**config.mk**
```make
export PLATFORM = sky130hd
export DESIGN_NAME = uart_rx_buffered
export DESIGN_NICKNAME = d
export VERILOG_FILES = /design/src/rtl/uart_rx_buffered.sv
export SDC_FILE = /design/constraint.sdc
export NUM_CORES = 1
export LEC_CHECK = 0
export ABC_AREA = 0
export BUFFER_PORTS_ARGS = -buffer_cell sky130_fd_sc_hd__buf_2
export CAP_MARGIN = 5
export CELL_PAD_IN_SITES_DETAIL_PLACEMENT = 1
export CELL_PAD_IN_SITES_GLOBAL_PLACEMENT = 1
export CORE_MARGIN = 4
export CORE_UTILIZATION = 35
export CTS_CLUSTER_SIZE = 12
export DETAILED_ROUTE_END_ITERATION = 10
export GPL_TIMING_DRIVEN = 0
export PLACE_DENSITY = 0.55
export SLEW_MARGIN = 5
export SYNTH_ARGS = -nofsm -noshare
export SYNTH_HDL_FRONTEND = slang
export SYNTH_SLANG_ARGS = --single-unit
```
**constraint.sdc**
```tcl
create_clock -name clk_50m -period 2.6 [get_ports clk_50m]
set_input_delay 0.39 -clock clk_50m [delete_from_list [all_inputs] [get_ports clk_50m]]
set_output_delay 0.39 -clock clk_50m [all_outputs]
set_load 0.01 [all_outputs]
```
**src/rtl/uart_rx_buffered.sv**
```systemverilog
// rtl/uart_rx_buffered.sv - 16x-oversampling UART receiver feeding a first-word fall-through FIFO
// Default frame is 8N1; defining UART_RX_PARITY_EN switches to 8E1 with parity checking.
module uart_rx_buffered #(
  parameter int CLK_HZ     = 50000000,
  parameter int BAUD       = 115200,
  parameter int FIFO_DEPTH = 8
) (
  input  logic                          clk_50m,
  input  logic                          rst,
  input  logic                          rx,
  input  logic                          rd_en,
  input  logic                          err_clr,
  output logic [7:0]                    dout,
  output logic                          rdy,
  output logic [$clog2(FIFO_DEPTH):0]   fifo_level,
  output logic                          frame_err,
  output logic                          overrun,
  output logic                          parity_err
);

  localparam int DIV = CLK_HZ / (BAUD * 16);
  localparam int DW  = (DIV > 1) ? $clog2(DIV) : 1;
  localparam int AW  = $clog2(FIFO_DEPTH);

  typedef enum logic [2:0] {IDLE, START, DATA, PARITY, STOP, WAIT_IDLE} state_t;

  state_t         state_q;
  logic           rx_meta_q, rx_sync_q, rx_prev_q;
  logic [DW-1:0]  div_q;
  logic [3:0]     sub_q;
  logic [2:0]     bit_q;
  logic [7:0]     shift_q;
  logic           push_q;
  logic           frame_err_q, overrun_q;
  logic [AW-1:0]  wr_q, rd_q;
  logic [AW:0]    count_q, count_d;
  logic [7:0]     mem [FIFO_DEPTH];
  logic           tick, start_edge, pop, full, wr_ok;
`ifdef UART_RX_PARITY_EN
  logic           par_bad_q, parity_err_q;
`endif

  always_ff @(posedge clk_50m or posedge rst) begin
    if (rst) begin
      rx_meta_q <= 1'b1;
      rx_sync_q <= 1'b1;
      rx_prev_q <= 1'b1;
    end else begin
      rx_meta_q <= rx;
      rx_sync_q <= rx_meta_q;
      rx_prev_q <= rx_sync_q;
    end
  end

  assign start_edge = (state_q == IDLE) && rx_prev_q && !rx_sync_q;
  assign tick       = (div_q == DW'(DIV - 1));

  // Restarting the divider at the start edge keeps bit midpoints aligned to this frame.
  always_ff @(posedge clk_50m or posedge rst) begin
    if (rst)                      div_q <= '0;
    else if (start_edge || tick)  div_q <= '0;
    else                          div_q <= div_q + DW'(1);
  end

  always_ff @(posedge clk_50m or posedge rst) begin
    if (rst) begin
      state_q     <= IDLE;
      sub_q       <= '0;
      bit_q       <= '0;
      shift_q     <= '0;
      push_q      <= 1'b0;
      frame_err_q <= 1'b0;
`ifdef UART_RX_PARITY_EN
      par_bad_q    <= 1'b0;
      parity_err_q <= 1'b0;
`endif
    end else begin
      push_q <= 1'b0;
      if (err_clr) begin
        frame_err_q <= 1'b0;
`ifdef UART_RX_PARITY_EN
        parity_err_q <= 1'b0;
`endif
      end
      case (state_q)
        IDLE: if (start_edge) begin
          state_q <= START;
          sub_q   <= '0;
        end
        START: if (tick) begin
          sub_q <= sub_q + 4'd1;
          if (sub_q == 4'd7) begin
            sub_q   <= '0;
            bit_q   <= '0;
            state_q <= rx_sync_q ? IDLE : DATA;
          end
        end
        DATA: if (tick) begin
          sub_q <= sub_q + 4'd1;
          if (sub_q == 4'd15) begin
            shift_q <= {rx_sync_q, shift_q[7:1]};
            bit_q   <= bit_q + 3'd1;
`ifdef UART_RX_PARITY_EN
            if (bit_q == 3'd7) state_q <= PARITY;
`else
            if (bit_q == 3'd7) state_q <= STOP;
`endif
          end
        end
`ifdef UART_RX_PARITY_EN
        PARITY: if (tick) begin
          sub_q <= sub_q + 4'd1;
          if (sub_q == 4'd15) begin
            par_bad_q <= ^{shift_q, rx_sync_q};
            if (^{shift_q, rx_sync_q}) parity_err_q <= 1'b1;
            state_q <= STOP;
          end
        end
`endif
        STOP: if (tick) begin
          sub_q <= sub_q + 4'd1;
          if (sub_q == 4'd15) begin
            if (rx_sync_q) begin
`ifdef UART_RX_PARITY_EN
              push_q <= !par_bad_q;
`else
              push_q <= 1'b1;
`endif
              state_q <= IDLE;
            end else begin
              frame_err_q <= 1'b1;
              state_q     <= WAIT_IDLE;
            end
          end
        end
        WAIT_IDLE: if (rx_sync_q) state_q <= IDLE;
        default: state_q <= IDLE;
      endcase
    end
  end

  assign pop   = rd_en && rdy;
  assign full  = (count_q == (AW+1)'(FIFO_DEPTH));
  assign wr_ok = push_q && (!full || pop);

  always_comb begin
    count_d = count_q;
    if (wr_ok && !pop)      count_d = count_q + (AW+1)'(1);
    else if (!wr_ok && pop) count_d = count_q - (AW+1)'(1);
  end

  always_ff @(posedge clk_50m) begin
    if (wr_ok) mem[wr_q] <= shift_q;
  end

  always_ff @(posedge clk_50m or posedge rst) begin
    if (rst) begin
      wr_q      <= '0;
      rd_q      <= '0;
      count_q   <= '0;
      overrun_q <= 1'b0;
    end else begin
      count_q <= count_d;
      if (wr_ok) wr_q <= wr_q + AW'(1);
      if (pop)   rd_q <= rd_q + AW'(1);
      if (err_clr) overrun_q <= 1'b0;
      if (push_q && full && !pop) overrun_q <= 1'b1;
    end
  end

  assign rdy        = (count_q != '0);
  assign dout       = rdy ? mem[rd_q] : 8'h00;
  assign fifo_level = count_q;
  assign frame_err  = frame_err_q;
  assign overrun    = overrun_q;
`ifdef UART_RX_PARITY_EN
  assign parity_err = parity_err_q;
`else
  assign parity_err = 1'b0;
`endif

endmodule

```
======== After elaboration in Yosys (flattened, before gate mapping) ========
Memory sizes are Yosys's and may differ from the RTL's.
Index checks and enable logic that the tools add are counted.
storage, ports and cells
  flip-flop bits (word level) ............. 39
  RAM bits ................................ 64
  bits of input ports ..................... 5
  output and inout port bits .............. 16
  logic and storage cells ................. 105
  memories kept ........................... 1
memory list
  memory  depth  bits a word  read ports  clocked after memory_dff  wr ports  line  RTL
  mem     8      8            1           0                         1         37    logic [7:0] mem [FIFO_DEPTH];
cells by class
  add/sub/neg operators ................... 7
  equality and inequality tests ........... 19
  multiplexer cells ....................... 39
  reductions and logical operators ........ 25
operator list
  cell                                               count
  two-way mux 3 bit                                  14
  two-way mux 4 bit                                  6
  != test 2 bit (second input constant)              9
  one-hot mux 3 bit (5 select lines)                 1
  two-way mux 1 bit                                  13
  one-hot mux 4 bit (3 select lines)                 1
  adder 3 x 1 -> 3 bit (second input constant)       3
  == test 3 bit (second input constant)              3
  AND reduction 9 bit                                1
  adder 4 x 1 -> 4 bit (second input constant)       2
  == test 4 bit (second input constant)              2
  logical AND 1 bit                                  8
  two-way mux 8 bit                                  1
  one-hot mux 3 bit (2 select lines)                 1
  nonzero test 2 bit                                 3
  adder 5 x 1 -> 5 bit (second input constant)       1
  == test 5 bit (second input constant)              1
  two-way mux 5 bit                                  1
  AND reduction 5 bit                                1
  == test 4 x 3 -> 1 bit (second input constant)     1
  logical NOT 1 bit                                  4
  AND reduction 4 bit                                1
  nonzero test 4 bit                                 1
  subtractor 4 x 1 -> 4 bit (second input constant)  1
  other kinds (9)                                    10

======== Depth between registers and ports, before layout ========
Gate-level depths: netlist (run 1).
  word-level depth ........................ 8
  gate-level depth with buffers ........... 11
  depth with buffers taken out ............ 11

======== Least setup slack after synthesis (run 1) ========
OpenSTA, ideal clock, no wires.
  path type ............................... flip-flop to flip-flop
  start point ............................. reg count_q[1] (netlist: fifo_level[1])
  end point ............................... reg count_q[3] (netlist: fifo_level[3])
  setup time .............................. 0.080 ns
  arrival time ............................ 2.488 ns
  data required time ...................... 2.520 ns
  slack ................................... 0.032 ns
  cell stages (with the launch flop) ...... 12
  buffers on the path ..................... 0
  period minus slack after synthesis ...... 2.568 ns
  cells stage by stage .................... dfrtp_1 -> or3_1 -> nor2_4 -> inv_1 -> nand2_1 -> ha_1 -> inv_1 -> ha_1 -> a21o_1 -> a21oi_1 -> mux2i_1 -> xnor2_1
on the way
  cells in the longest elaborated chain, start to end .. 7
  elaborated cells between the ends (all ways) .. 15
  classes of those cells .................. 2 x add/sub; 1 x eq/ne; 2 x mux; 10 x reduce/logical
ends and longest elaborated chain
  what                                 line  RTL
  from (decl)                          36    logic [AW:0] count_q, count_d;
  from (signal assigned)               163   count_q <= count_d;
  nonzero test 4 bit *                 171   assign rdy = (count_q != '0);
  via rdy                              14    output logic rdy,
  logical AND 1 bit *                  142   assign pop = rd_en && rdy;
  logical OR 1 bit                     144   assign wr_ok = push_q && (!full || pop);
  logical AND 1 bit                    144
  logical NOT 1 bit                    149   else if (!wr_ok && pop) count_d = count_q - (AW+1)'(1);
  logical AND 1 bit                    149
  nonzero test 2 bit (no source line)  -
The timed path passes the listed nets; every way through them passes the cells marked *. The select of a mux whose other input is x is not followed.
A chain may end at the register's enable or synchronous reset.

======== Worst setup path in the final report (run 1) ========
  start point ............................. reg count_q[0] (netlist: fifo_level[0])
  end point ............................... reg count_q[3] (netlist: fifo_level[3])
on the way
  cells in the longest elaborated chain, start to end .. 7
  elaborated cells between the ends (all ways) .. 15
  classes of those cells .................. 2 x add/sub; 1 x eq/ne; 2 x mux; 10 x reduce/logical
ends and longest elaborated chain
  what
  branches (longest 7 deep; another with subtractor 4 x 1 -> 4 bit)
Parallel ways; which one is timed is not known. The select of a mux whose other input is x is not followed.

==> results.json, run 1 <==
{
  "place.gp.congestion": 0.676,
  "path_clk_slew_ns": 0.07,
  "ys_seq_elements": 103,
  "overflow": 0,
  "dp_hpwl_mm": 5.90,
  "synth_edf_count": 64,
  "drive_gt1_share_pct": 30.6,
  "first_pass_iters": 6,
  "vdd_ir_drop_max_mv": 0.295,
  "cap_violations": 0,
  "synth_area_um2": 4460,
  "synth_cells": 288,
  "core_region_area_um2": 12300,
  "ys_warn_count": 0,
  "grt_use_total_pct": 12.9,
  "drt_iter0_drc": 206,
  "skew_ns": 0.00801,
  "required_ns": 2.87,
  "insertion_delay_ns": 0.34,
  "area_growth_syn_to_layout_pct": 15.6,
  "syn-num-nets": 304,
  "crit_arrival_ns": 2.71,
  "numCtsBuffers": 9,
  "setup-violations-final": 0,
  "tightest_slew_ns": 0.824,
  "layout_common_cells": "edfxtp_1, dfrtp_1, buf_2",
  "cts_root_buf": "clkbuf_16",
  "hold_ws_ns": 0.145,
  "hold_violations": 0,
  "power.leakage_nw": 2.10,
  "fmax_ghz": 0.409,
  "synth.distinct_cells": 61,
  "crit_type": "reg -> reg",
  "io_pins": 21,
  "cp-end-kind": "flip-flop",
  "rsz0062_at_grt": "no",
  "antenna_found_initial": 0,
  "slew_headroom_pct": 44.9,
  "tritoncts": "yes",
  "p_per_area_nw_per_um2": 664,
  "drc": 0,
  "vias": 2469,
  "dieWidth_um": 121,
  "yosysSeqAreaShare_pct": 65.0,
  "die_h_um": 121,
  "cts_max_level": 3,
  "total_power_mw": 3.43,
  "first_global_vias": 2639,
  "viasPerCell": 4.99,
  "startpoint_type": "flip-flop",
  "period_share_pct": 94.0,
  "syn_area_per_cell_um2": 15.5,
  "wl_mm": 8.76,
  "layout_commonest_cell": "edfxtp_1",
  "start_util_pct": 36.4,
  "period_minus_slack_ns": 2.44,
  "cp_max_fo": 5,
  "cts_buffer_depth": 2,
  "status": "complete, no violations",
  "grt_first_pass_wirelength_mm": 14.4,
  "ant_nets": 0,
  "wl_per_cell_um": 17.7,
  "rows": 40,
  "slew_viol_final": 0,
  "cts.sinks": 103,
  "hold_class": "in -> reg",
  "async_flop_share_pct": 37.9,
  "diodes": 0,
  "die-area_um2": 14600,
  "grt_max_degree": 35,
  "numPortBuffers": 19,
  "synth_ff_type": "edfxtp_1",
  "layout.nets": 338
}
[logic make-up (layout without fill, tap and decap cells)]
group / count (synthesis) / in the layout / share of synthesized area (%)
XOR/XNOR: 9 / 9 / 1.77
buffers and inverters: 23 / 62 / 2.64
adder cells (fa/ha/maj): 11 / 11 / 3.25
multiplexers: 39 / 39 / 13.7
flip-flops: 103 / 103 / 65.0
AND/OR/NAND/NOR: 76 / 76 / 9.22
AO/OA/AOI/OAI: 26 / 26 / 4.35
other: 1 / 1 / 0.0840
[path summary, 6_finish.rpt]
| path | slack, ns | from | end | depth (start not counted) |
|---|---|---|---|---|
| min | 0.14 | rx | rx_meta_q | 1 |
| max reg2reg | 0.16 | fifo_level[0] | fifo_level[3] | 11 |
| max | 0.16 | fifo_level[0] | fifo_level[3] | 11 |
| max in group asynchronous | 1.63 | rst | rx_prev_q | 4 |
| min in group asynchronous | 0.48 | rst | fifo_level[1] | 3 |
| min reg2reg | 0.35 | rx_meta_q | rx_sync_q | 0 |
[layout make-up]
cell class	count	area [um2]
Sequential cell	103	2900
Buffer	11	83.8
Tap cell	168	210
Inverter	12	45.0
Clock buffer	10	229
Fill cell	1245	7100
Timing Repair Buffer	23	138
Multi-Input combinational cell	162	1480
Clock inverter	6	67.6
[critical path: stages, from the launching register on]
cell and delay (ns):
dfrtp_2 0.45, or3_4 0.45, nor2_4 0.13, inv_1 0.07, nand2_2 0.11, ha_4 0.15
inv_2 0.05, ha_1 0.27, a21o_1 0.19, a21oi_2 0.15, mux2i_1 0.23, xnor2_1 0.13
[layer usage]
layer | vias to the layer above | wire, um | track usage (%)
met5 | - | 0 | 0
met4 | 0 | 54 | 3.82
met3 | 4 | 254 | 3.12
met2 | 35 | 4140 | 20.1
met1 | 1285 | 4310 | 18.0
li1 | 1145 | - | -
[synthesized netlist by cell type, types with 2 or more instances]
library cell | number | area share (%)
buf_1 | 2 | 0.17
and2b_2 | 2 | 0.39
nand2_1 | 18 | 1.5
inv_1 | 12 | 1.0
mux4_2 | 16 | 8.1
clkbuf_2 | 2 | 0.22
a31oi_1 | 2 | 0.28
xor2_1 | 2 | 0.39
nand3_1 | 8 | 0.90
buf_2 | 2 | 0.22
a211oi_1 | 2 | 0.34
nand2b_1 | 5 | 0.70
buf_4 | 3 | 0.50
nor2_1 | 21 | 1.8
xnor2_1 | 7 | 1.4
mux2i_1 | 10 | 2.2
dfstp_2 | 3 | 1.8
edfxtp_1 | 64 | 43
mux2_2 | 12 | 3.0
buf_6 | 2 | 0.50
a21oi_1 | 2 | 0.22
dfrtp_1 | 36 | 20
ha_1 | 10 | 2.8
nor3_1 | 6 | 0.67
o21ai_0 | 3 | 0.34
[registers in the layout (all words and copies together), names as in the netlist, 3 cells and up]
name and count:
bit_q 3, div_q 5, fifo_level 4, mem 64, rd_q 3, shift_q 8, state_q 3, sub_q 4
wr_q 3
[per-stage QoR]
step / area [um2] / worst slack, ns / setup TNS [ns] / std cells / util [%]
floorplan: 4460 / 0.0319 / 0 / 288 / -
global placement: 4770 / -0.253 / -0.371 / 475 / 38.9
detailed placement: 4790 / -0.239 / -0.304 / 476 / 39.1
CTS: 5130 / 0.00640 / 0 / 494 / 41.9
global route: 5160 / 0.0186 / 0 / 495 / 42.1
finish: 5160 / 0.155 / 0 / 495 / 42.1
[power by group]
| group | total [mW] | internal (mW) | switching [mW] | leakage [nW] |
|---|---|---|---|---|
| clock network | 1.36 | 0.753 | 0.607 | 0.141 |
| registers | 1.86 | 1.79 | 0.0681 | 1.22 |
| logic | 0.211 | 0.110 | 0.101 | 0.736 |
[repair_timing]
item / CTS / global route
gates cloned: 0 / 0
endpoints found under the setup margin: 17 / 8
pin swaps: 2 / 2
hold buffers: 1 / 0
hold endpoints to repair: 5 / 0
gates resized for setup: 7 / 8
buffers inserted: 1 / 0
No activity file was read; power rests on OpenSTA's default activity.
==> run 2: changes to the inputs <==
==> constraint.sdc (replaced) <==
create_clock -name clk_50m -period 2.6 [get_ports clk_50m]
set_input_delay 0.13 -clock clk_50m [delete_from_list [all_inputs] [get_ports clk_50m]]
set_output_delay 0.13 -clock clk_50m [all_outputs]
set_load 0.01 [all_outputs]
==> run 2 against run 1 <==
Die area did not move; clock skew is 0.0018 ns lower; fmax hardly changed; non-clock buffer count rose by 3; critical path type unchanged; critical endpoint unchanged.
==> results.json, run 2 (synthesis results as in run 1) <==
{
  "status": "complete, no violations",
  "hold_violations": 0,
  "grt_use_total_pct": 12.9,
  "layout_common_cells": "edfxtp_1, dfrtp_1, buf_2",
  "total_power_mw": 3.43,
  "rows": 40,
  "startpoint": "fifo_level[0]",
  "r2r_slack_ns": 0.16,
  "layout.nets": 341,
  "wl_per_cell_um": 17.6,
  "placed_area_um2": 4790,
  "dp_cells": 476,
  "power.leakage_nw": 2.11,
  "fmax_ghz": 0.409,
  "start_util_pct": 36.4,
  "vias": 2475,
  "io_pins": 21,
  "top_register": "mem",
  "fin_cells": 498,
  "drc": 0,
  "tritoncts": "yes",
  "cts_max_level": 3,
  "viasPerCell": 4.97,
  "nFillCells": 1244,
  "layout_commonest_cell": "edfxtp_1",
  "min-delay-start": "rd_en",
  "setup-violations-final": 0,
  "grt_first_pass_wirelength_mm": 14.5,
  "wl_met2_mm": 4.04,
  "drt_iter0_drc": 170,
  "cts.sinks": 103,
  "drive_gt1_share_pct": 30.3,
  "path_clk_slew_ns": 0.07,
  "area_growth_syn_to_layout_pct": 16.0,
  "antenna_found_initial": 0,
  "largest_reg_flops": 64,
  "numCtsBuffers": 9,
  "place.gp.congestion": 0.676,
  "cp-end-kind": "flip-flop",
  "met1Wirelength_mm": 4.36,
  "dr_wl_met3_um": 238,
  "required_ns": 2.87,
  "reg2reg_from": "fifo_level[0]",
  "overflow": 0,
  "fin_area_um2": 5180,
  "grt_max_degree": 35,
  "die-area_um2": 14600,
  "rsz0062_at_grt": "no",
  "highest_layer": "met4",
  "cap_violations": 0,
  "insertion_delay_ns": 0.34,
  "first_global_vias": 2659,
  "dieWidth_um": 121,
  "register_area_um2": 2900,
  "period_minus_slack_ns": 2.44,
  "skew_ns": 0.00621,
  "cp_max_fo": 5,
  "p_per_area_nw_per_um2": 662,
  "core_region_area_um2": 12300,
  "slew_viol_final": 0,
  "hold_ws_ns": 0.0852,
  "tns_ns": 0,
  "ant_nets": 0,
  "diodes": 0,
  "slew_headroom_pct": 44.6,
  "cts_root_buf": "clkbuf_16",
  "crit_type": "reg -> reg",
  "period_share_pct": 94.0,
  "die_h_um": 121,
  "dp_hpwl_mm": 5.90,
  "top_regs": "mem (64), shift_q (8), div_q (5)",
  "cts_buffer_depth": 2,
  "startpoint_type": "flip-flop",
  "first_pass_iters": 5,
  "crit_arrival_ns": 2.71,
  "hold_class": "in -> reg",
  "multi_input_area_um2": 1480,
  "numPortBuffers": 19,
  "wl_mm": 8.76,
  "tightest_slew_ns": 0.828,
  "vdd_ir_drop_max_mv": 0.296
}
==> run 2: cell type report <==
| class | instances | share of cell area [%] |
|---|---|---|
| clock buffers | 10 | 4.42 |
| flip-flops and latches | 103 | 56.1 |
| clock inverters | 6 | 1.31 |
| multi-input cells | 162 | 28.7 |
| plain buffers | 11 | 1.40 |
| inverters | 12 | 0.870 |
| repair buffers | 26 | 3.19 |
| well taps | 168 | 4.06 |
==> run 2: timing repair <==
action                     CTS  global route
setup buffers                2             0
pin swaps                    1             2
hold endpoints to repair    38             0
setup endpoints to repair    9             1
hold buffers                 3             0
resized for setup            4             6
==> run 2: report_power, final <==
group | switching (mW) | internal, mW
Combinational | 0.101 | 0.112
Clock | 0.608 | 0.753
Sequential | 0.0681 | 1.79
==> run 2: final timing paths <==
kind                                      end  depth (start not counted)
worst max-delay path            fifo_level[3]                         11
worst min-delay path                  rd_q[2]                          3
worst max register to register  fifo_level[3]                         11
worst min register to register      rx_sync_q                          0
max in group asynchronous           rx_prev_q                          4
min in group asynchronous       fifo_level[1]                          3
==> run 2: stage by stage <==
stage	utilization [%]	setup WS, ns
2_1_floorplan	-	0.0319
3_3_place_gp	38.9	-0.253
3_5_place_dp	39.1	-0.239
4_1_cts	42.0	0.00102
5_1_grt	42.2	0.000618
6_report	42.2	0.155
==> run 2: routing by layer <==
layer / track usage [%] / up-vias
met5: 0 / -
met4: 3.82 / 0
met3: 3.12 / 10
met2: 20.3 / 35
met1: 17.8 / 1280
li1: - / 1150
==> run 2: worst max-delay path, stage by stage (launching register included) <==
cell and delay (ns):
dfrtp_2 0.45, or3_4 0.45, nor2_4 0.13, inv_1 0.07
nand2_2 0.11, ha_4 0.15, inv_2 0.05, ha_1 0.27
a21o_1 0.19, a21oi_2 0.15, mux2i_1 0.23, xnor2_1 0.13
